**src/rtl/mem_load_unit_pkg.sv**
```systemverilog
// ----------------------------------------------------------------------------
// mem_load_unit_pkg
// Purpose : shared types and constants for the memory load unit.
//           load_type encodings, FSM state enum, default timeout and the
//           wait-counter width.
// Ports   : none (package).
// ----------------------------------------------------------------------------
package mem_load_unit_pkg;

   localparam int unsigned TIMEOUT_CYCLES_DEF = 16;
   // TIMEOUT_CYCLES is at most 255, so the counter peaks at 255 on the exit cycle.
   localparam int unsigned CNT_W              = 8;
   localparam int unsigned DATA_W             = 32;

   typedef enum logic [1:0] {
      LT_LW  = 2'b00,
      LT_LH  = 2'b01,
      LT_LB  = 2'b10,
      LT_RSV = 2'b11   // reserved, handled as lw
   } load_type_e;

   typedef enum logic [1:0] {
      S_IDLE = 2'b00,
      S_REQ  = 2'b01,
      S_WAIT = 2'b10,
      S_DONE = 2'b11
   } state_e;

endpackage : mem_load_unit_pkg

```
**src/rtl/mem_load_unit_load_extract.sv**
```systemverilog
// ----------------------------------------------------------------------------
// load_extract
// Purpose : combinational lane select and sign extension of a memory word
//           for lw / lh / lb (little-endian byte lanes).
// Ports   : load_type_i  load size
//           byte_off_i   addr[1:0] of the load
//           rdata_i      raw memory word
//           result_o     extracted, sign-extended load value
// ----------------------------------------------------------------------------
module load_extract
   import mem_load_unit_pkg::*;
(
   input  load_type_e          load_type_i,
   input  logic [1:0]          byte_off_i,
   input  logic [DATA_W-1:0]   rdata_i,
   output logic [DATA_W-1:0]   result_o
);

   logic [15:0] half_c;
   logic [7:0]  byte_c;

   // Lane selection; lh only looks at the upper offset bit.
   always_comb begin
      half_c = byte_off_i[1] ? rdata_i[31:16] : rdata_i[15:0];
      case (byte_off_i)
         2'd0:    byte_c = rdata_i[7:0];
         2'd1:    byte_c = rdata_i[15:8];
         2'd2:    byte_c = rdata_i[23:16];
         default: byte_c = rdata_i[31:24];
      endcase
   end

   // Sign extension per load size; reserved encoding behaves as lw.
   always_comb begin
      result_o = rdata_i;
      case (load_type_i)
         LT_LH:   result_o = {{16{half_c[15]}}, half_c};
         LT_LB:   result_o = {{24{byte_c[7]}}, byte_c};
         default: result_o = rdata_i;
      endcase
   end

endmodule : load_extract

```
**src/rtl/mem_load_unit.sv**
```systemverilog
// ----------------------------------------------------------------------------
// mem_load_unit
// Purpose : issues a single word read to memory, waits for mem_ready with a
//           bounded timeout, and returns the extracted load value in mdr.
// Params  : TIMEOUT_CYCLES  WAIT cycles before a read is abandoned (2..255)
// Macro   : LOAD_ALIGN_CHECK_EN  adds alignment checking and the misaligned
//           port; misaligned loads skip the memory read entirely.
// Ports   : clk, reset (async, active-high)
//           start, load_type, addr    load request (sampled in IDLE)
//           mem_rd, mem_addr          read strobe / word address
//           mem_rdata, mem_ready      read data / data-valid handshake
//           busy, done, timeout       status; done/timeout are 1-cycle pulses
//           mdr                       registered load result
//           misaligned                alignment fault pulse (macro only)
// ----------------------------------------------------------------------------
module mem_load_unit
   import mem_load_unit_pkg::*;
#(
   parameter int unsigned TIMEOUT_CYCLES = TIMEOUT_CYCLES_DEF
) (
   input  logic              clk,
   input  logic              reset,
   input  logic              start,
   input  logic [1:0]        load_type,
   input  logic [DATA_W-1:0] addr,
   output logic              mem_rd,
   output logic [DATA_W-1:0] mem_addr,
   input  logic [DATA_W-1:0] mem_rdata,
   input  logic              mem_ready,
   output logic              busy,
   output logic              done,
   output logic              timeout,
   output logic [DATA_W-1:0] mdr
`ifdef LOAD_ALIGN_CHECK_EN
   ,
   output logic              misaligned
`endif
);

   state_e              state_q,    state_d;
   load_type_e          lt_q,       lt_d;
   logic [DATA_W-1:0]   addr_q,     addr_d;
   logic [CNT_W-1:0]    cnt_q,      cnt_d;
   logic [DATA_W-1:0]   mdr_q,      mdr_d;
   logic [DATA_W-1:0]   mem_addr_q, mem_addr_d;
   logic                mem_rd_q,   mem_rd_d;
   logic                busy_q,     busy_d;
   logic                done_q,     done_d;
   logic                timeout_q,  timeout_d;
   logic [DATA_W-1:0]   extract_c;
`ifdef LOAD_ALIGN_CHECK_EN
   logic                misal_q,    misal_d;
   logic                align_fault_c;
`endif

   load_extract u_extract (
      .load_type_i (lt_q),
      .byte_off_i  (addr_q[1:0]),
      .rdata_i     (mem_rdata),
      .result_o    (extract_c)
   );

`ifdef LOAD_ALIGN_CHECK_EN
   // Fault check uses the live request inputs since it decides the IDLE exit.
   always_comb begin
      case (load_type_e'(load_type))
         LT_LH:   align_fault_c = addr[0];
         LT_LB:   align_fault_c = 1'b0;
         default: align_fault_c = (addr[1:0] != 2'b00);
      endcase
   end
`endif

   // Next-state logic; registered outputs are derived from the next state so
   // they line up with the state they describe.
   always_comb begin
      state_d   = state_q;
      lt_d      = lt_q;
      addr_d    = addr_q;
      cnt_d     = cnt_q;
      mdr_d     = mdr_q;
      timeout_d = 1'b0;
`ifdef LOAD_ALIGN_CHECK_EN
      misal_d   = 1'b0;
`endif
      case (state_q)
         S_IDLE: begin
            if (start) begin
               lt_d    = load_type_e'(load_type);
               addr_d  = addr;
               state_d = S_REQ;
`ifdef LOAD_ALIGN_CHECK_EN
               if (align_fault_c) begin
                  state_d = S_DONE;
                  misal_d = 1'b1;
               end
`endif
            end
         end
         S_REQ: begin
            cnt_d   = '0;
            state_d = S_WAIT;
         end
         S_WAIT: begin
            cnt_d = cnt_q + CNT_W'(1);
            // Data arriving on the last allowed cycle takes priority over timeout.
            if (mem_ready) begin
               mdr_d   = extract_c;
               state_d = S_DONE;
            end else if (cnt_q == CNT_W'(TIMEOUT_CYCLES - 1)) begin
               timeout_d = 1'b1;
               state_d   = S_DONE;
            end
         end
         S_DONE: begin
            state_d = S_IDLE;
         end
         default: begin
            state_d = S_IDLE;
         end
      endcase

      mem_rd_d   = (state_d == S_REQ);
      busy_d     = (state_d != S_IDLE);
      done_d     = (state_d == S_DONE);
      mem_addr_d = (state_d == S_IDLE) ? '0 : {addr_d[DATA_W-1:2], 2'b00};
   end

   // State and output registers.
   always_ff @(posedge clk or posedge reset) begin
      if (reset) begin
         state_q    <= S_IDLE;
         lt_q       <= LT_LW;
         addr_q     <= '0;
         cnt_q      <= '0;
         mdr_q      <= '0;
         mem_addr_q <= '0;
         mem_rd_q   <= 1'b0;
         busy_q     <= 1'b0;
         done_q     <= 1'b0;
         timeout_q  <= 1'b0;
`ifdef LOAD_ALIGN_CHECK_EN
         misal_q    <= 1'b0;
`endif
      end else begin
         state_q    <= state_d;
         lt_q       <= lt_d;
         addr_q     <= addr_d;
         cnt_q      <= cnt_d;
         mdr_q      <= mdr_d;
         mem_addr_q <= mem_addr_d;
         mem_rd_q   <= mem_rd_d;
         busy_q     <= busy_d;
         done_q     <= done_d;
         timeout_q  <= timeout_d;
`ifdef LOAD_ALIGN_CHECK_EN
         misal_q    <= misal_d;
`endif
      end
   end

   assign mem_rd   = mem_rd_q;
   assign mem_addr = mem_addr_q;
   assign busy     = busy_q;
   assign done     = done_q;
   assign timeout  = timeout_q;
   assign mdr      = mdr_q;
`ifdef LOAD_ALIGN_CHECK_EN
   assign misaligned = misal_q;
`endif

endmodule : mem_load_unit
```
**config.mk**
```make
export PLATFORM = sky130hd
export DESIGN_NAME = mem_load_unit
export DESIGN_NICKNAME = d
export VERILOG_FILES = /design/src/rtl/mem_load_unit_pkg.sv /design/src/rtl/mem_load_unit_load_extract.sv /design/src/rtl/mem_load_unit.sv
export SDC_FILE = /design/constraint.sdc
export NUM_CORES = 1
export LEC_CHECK = 0
export CORE_MARGIN = 2
export CORE_UTILIZATION = 35
export CTS_CLUSTER_SIZE = 16
export DETAILED_ROUTE_END_ITERATION = 8
export PLACE_DENSITY = 0.62
export SETUP_SLACK_MARGIN = 0.3
export SYNTH_ARGS = -nofsm -noshare
export SYNTH_HDL_FRONTEND = slang
export SYNTH_SLANG_ARGS = --single-unit
```
**constraint.sdc**
```tcl
create_clock -name clk -period 3.6 [get_ports clk]
set_input_delay 0.72 -clock clk [delete_from_list [all_inputs] [get_ports clk]]
set_output_delay 0.72 -clock clk [all_outputs]
set_load 0.01 [all_outputs]
```
# After elaboration in Yosys (flattened, before gate mapping)
# Index checks and enable logic that the tools add are counted.
[totals] ff_bits=112 in_bits=70 out_inout_bits=68 elab_cells=43
[classes] addsub=1 n_eq_ne=10 n_mux=14 reduce_logical=7
[op_table] cell="$mux W32" count=3
[op_table] cell="$pmux W32 S2" count=1
[op_table] cell="$pmux W8 S3" count=1
[op_table] cell="$mux W16" count=1
[op_table] cell="$pmux W8 S2" count=1
[op_table] cell="$eq A2 B2 Y1 const B" count=5
[op_table] cell="$add A8 B1 Y8 const B" count=1
[op_table] cell="$eq A2 B1 Y1 const B" count=4
[op_table] cell="$eq A8 B4 Y1 const B" count=1
[op_table] cell="$pmux W2 S4" count=1
[op_table] cell="$logic_not A2 Y1" count=3
[op_table] cell="$mux W2" count=3
[op_table] cell="$reduce_and A2 Y1" count=2
[op_table] cell="$reduce_bool A2 Y1" count=2
[op_table] cell="$mux W1" count=3

# Longest topological paths before layout
[depth] word_depth=6 ltp_mapped=9 mapped_depth_nobuf=6

# Hierarchy
# From an unflattened synthesis, not the netlist that was laid out.
[unflattened] cells_unflattened=405 hier_area_um2=4867.2
[by_module_without_submodules] module="mem_load_unit" n_inst=1 cells_per_inst=307 area_per_inst_um2=4182.8 seq_area_each_um2=2752.6
[by_module_without_submodules] module="load_extract" n_inst=1 cells_per_inst=98 area_per_inst_um2=684.4 seq_area_each_um2=0.0

# Worst setup path before layout
# OpenSTA, ideal clock, no wires.
[synth_timing] path_kind="input-to-reg" from="input mem_rdata[7]" to="register mdr_q[15] (netlist: mdr[15])" setup_time_ns=0.135 arrival_ns=1.664 t_required_ns=3.465 slack_ns=1.801 path_stages=4 path_buffers=1 path_cell_list="mux2_4 > a221oi_4 > buf_6 > o31ai_1"
[synth_between] elab_chain_cells=2
[synth_lines] element="start: declaration" line="mem_load_unit.sv:28" rtl="input logic [DATA_W-1:0] mem_rdata,"
[synth_lines] element="$pmux W8 S3" line="mem_load_unit_load_extract.sv:25" rtl="case (byte_off_i)"
[synth_lines] element="$pmux W32 S2" line="mem_load_unit_load_extract.sv:36" rtl="case (load_type_i)"
[synth_lines] element="end signal: assignment" line="mem_load_unit.sv:150" rtl="mdr_q <= mdr_d;"
[synth_lines] element="end: declaration" line="mem_load_unit.sv:44" rtl="logic [DATA_W-1:0] mdr_q, mdr_d;"
# No other way between the ends.
# A chain may end at the register's enable or synchronous reset.

# Final worst setup path
[layout_timing] from="register addr_q[1]" to="register mdr_q[28] (netlist: mdr[28])"
[layout_between] elab_chain_cells=3 elab_cells_between_ends=6 classes_between="eq/ne: 2; mux: 3; reduce/logical: 1"
[layout_lines] element="start: declaration" line="mem_load_unit.sv:42" rtl="logic [DATA_W-1:0] addr_q, addr_d;"
[layout_lines] element="start signal: assignment" line="mem_load_unit.sv:148" rtl="addr_q <= addr_d;"
[layout_lines] element="$eq A2 B2 Y1 (tied with other cells)" line="mem_load_unit_load_extract.sv:25"
[layout_lines] element="$pmux W8 S3" line="mem_load_unit_load_extract.sv:25"
[layout_lines] element="$pmux W32 S2 *" line="mem_load_unit_load_extract.sv:36"
# Mark *: on every way between the ends. The rest lies on a longest branch, timed or not.

==> metrics.md <==
| Metric | Value |
|---|---|
| Worst Max-Slew Pin Slew | `1.12 ns` |
| Antenna Violating Nets Remaining | `0` |
| Fin. max-slew vios | `0` |
| Yosys top cell area share | `57.2%` |
| Xor and xnor area share after synthesis | `0.364%` |
| WL final | `11400 µm` |
| Quantity of I/O buffers inserted on ports | `135` |
| Largest net degree at the start of global routing | `65` |
| Die X | `121 µm` |
| Post-CTS Setup Inserts | `0` |
| Critical Path End | `mdr[28]` |
| Diode count | `0` |
| First-pass GRT wire length | `18300 µm` |
| Main combinational cell family by area after synthesis | `compound AO/OA/AOI/OAI gates` |
| Placement row count | `42` |
| Nets | `604` |
| Total Routing Usage GR | `16.2%` |
| #FFs+latches synth | `110` |
| Final hold vios | `0` |
| Power per cell area | `919 mW/mm²` |
| Compound-Gate Fraction of Synth Area | `16.3%` |
| Remaining DRCs | `0` |
| H-tree depth | `3` |
| Via count | `3443` |
| Worst r2r src | `addr_q[1]` |
| Req. time, crit path | `3.79 ns` |
| Max-cap violations | `0` |
| Leak | `2.86 nW` |
| CTS resizes | `0` |
| DR iter-0 viols | `238` |
| RSZ-0062 raised after global routing | `false` |
| Relative max-transition margin | `25.4%` |
| Worst Skew | `0.00628 ns` |
| Worst r2r dst | `mdr[28]` |
| Number of fill cells | `1220` |
| Worst slack, placed | `0.968 ns` |
| Tcrit/Tclk final | `63.9%` |
| Die Span Y | `121 µm` |
| Synth area leader | `dfrtp_1` |
| Slowest stage cell on the critical path | `dfrtp_1` |
| Clk sinks | `110` |
| Dpl cells | `693` |
| Fmax | `0.434 GHz` |
| Fraction of layout cells with a size suffix above 1 | `13.2%` |
| Initial Util | `36.1%` |
| Routability cong. | `0.779` |
| Ys async rst share | `100%` |
| CP startpoint | `addr_q[1]` |
| Cell breakdown of the critical path | `mux2_2 > a221oi_4 > o31ai_1` |
| Die area | `0.0147 mm²` |
| Delay-heaviest family, CP | `compound AO/OA/AOI/OAI gates` |
| Worst path bufs/invs | `0` |
| Startpoint Class | `flop` |
| Clock root cell | `clkbuf_16` |
| Synthesized area | `0.00481 mm²` |
| Final min period | `2.30 ns` |
| Final core area utilization | `49.4%` |
| Critical path depth | `3` |
| Clk buf depth | `2` |
| Total congestion overflow | `0` |
| Ranking of synthesized cells by area | `dfrtp_1 (57%), mux2_2 (9.4%), o21a_1 (4.7%)` |
| Antenna violations before repair | `0` |
| Final Hold Slack | `0.478 ns` |
| CP peak stage delay | `0.83 ns` |
| Most frequent cells in the layout | `clkdlybuf4s50_1 (135), dfrtp_1 (110), nand2_1 (42)` |
| Cell count after synthesis | `406` |
| Syn avg cell area | `11.9 µm²` |
| Final worst setup slack | `1.30 ns` |
| Post-synthesis simple-gate area fraction | `8.58%` |
| Commonest non-fill, non-tap cell in the layout | `clkdlybuf4s50_1` |
| Drt wl/cell | `16.1 µm` |
| Vias in the first global route | `3533` |
| Commonest register cell after synthesis | `dfrtp_1` |
| Proportion of synthesized area in mux cells | `10.3%` |
| Detailed Place HPWL | `8020 µm` |
| Tightest Hold Check Type | `reg -> reg` |
| Worst setup EP type | `flop` |
| Worst reg2reg setup slack | `1.30 ns` |
| Clock latency on the worst-skew pair | `0.35 ns` |
| Total negative setup slack | `0 ns` |
| CTS tree | `done` |
| Critical Path Fanout Max | `18` |
| WS Path Type | `reg -> reg` |
| Number of synthesized flops with an enable pin | `0` |
| Distinct cells, synth | `37` |
| Warnings from Yosys | `0` |
| Core area | `0.0133 mm²` |
| Setup violators final | `0` |
| Synthesis-to-finish area growth | `37.1%` |
| IR drop worst, VDD | `0.449 mV` |
| Post-CTS Hold Buffers | `0` |
| Min-Delay Startpoint | `mdr[19]` |
| Worst-path clk slew | `0.07 ns` |
| Seq/Total Area, Yosys | `57.2%` |
| Fin cells | `708` |
| Vias per inst | `4.86` |
| Adder-cell share of the synthesized area | `1.56%` |
| Status | `finished clean` |
| CP arrival | `2.49 ns` |
| Worst hold stages | `2` |
| 1st-pass router iterations | `5` |
| IO Count | `138` |
| Cts bufs inserted | `9` |
| Reg2Reg Depth | `3` |
==> state kept, by name (all words and copies together) (netlist names) <==
register,cells
mdr,32
timeout,1
lt_q,2
mem_rd,1
done,1
cnt_q,8
mem_addr,30
addr_q,32
busy,1
state_q,2
==> worst register-to-register path: stages (launching register included) <==
cell and delay [ns]:
dfrtp_1 0.83, mux2_2 0.46, a221oi_4 0.69, o31ai_1 0.16
==> kinds of logic after synthesis <==
kind of cell    after synthesis
mux                          44
other cells                   1
compound gates              104
fa+ha+maj                     6
buf+inv                      54
xor+xnor                      2
flops                       110
simple gates                 85
==> routing by layer <==
metal	global-route usage [%]	wire length [µm]	vias to the layer above	share of wire (%)
met5	0	0	-	0
met4	4.60	128	0	1.1
met3	6.58	1010	8	8.9
met2	25.2	5280	111	46
met1	20.8	4980	1677	44
li1	-	-	1647	-
==> per-stage QoR <==
step / power (mW) / instance area, µm²
2_1_floorplan: 3.99 / 4820
3_3_place_gp: 4.97 / 6280
3_5_place_dp: 5.05 / 6280
4_1_cts: 6.14 / 6600
5_1_grt: 6.51 / 6600
6_report: 6.06 / 6600
==> synth_stat cells (3+ instances only) <==
cell type  instances
a221oi_1           8
nor2b_1           20
dfrtp_1          110
nand2b_1           4
o21a_1            30
inv_1             23
nor3_1             5
o21ai_0           11
buf_2              6
a21oi_1            7
o31ai_1           18
clkbuf_1          18
mux2i_1            3
ha_1               6
mux2_2            40
a21o_1             9
o22ai_1            9
nand2_1           43
nand3_1            4
a22o_1             7
==> worst min path at each step <==
stage                 endpoint  slack (ns)
finish                 mdr[19]        0.48
detailed placement     mdr[15]        0.47
global placement       mdr[23]        0.46
floorplan           addr_q[10]        0.47
global route           mdr[15]        0.50
CTS                    mdr[15]        0.48
==> power breakdown <==
part           switching, mW  internal [mW]
registers              0.252           1.80
clock network          0.453          0.613
logic                   1.45           1.49
total                   2.16           3.90
==> cell type report <==
| type | count | area, µm² | area share (%) |
|---|---|---|---|
| Clock buffer | 9 | 225 | 3.41 |
| Clock inverter | 6 | 95.1 | 1.44 |
| Inverter | 23 | 90.1 | 1.36 |
| Multi-Input combinational cell | 243 | 1800 | 27.2 |
| Sequential cell | 110 | 2750 | 41.7 |
| Tap cell | 176 | 220 | 3.34 |
| Timing Repair Buffer | 141 | 1420 | 21.5 |
No activity file was read; power rests on OpenSTA's default activity.
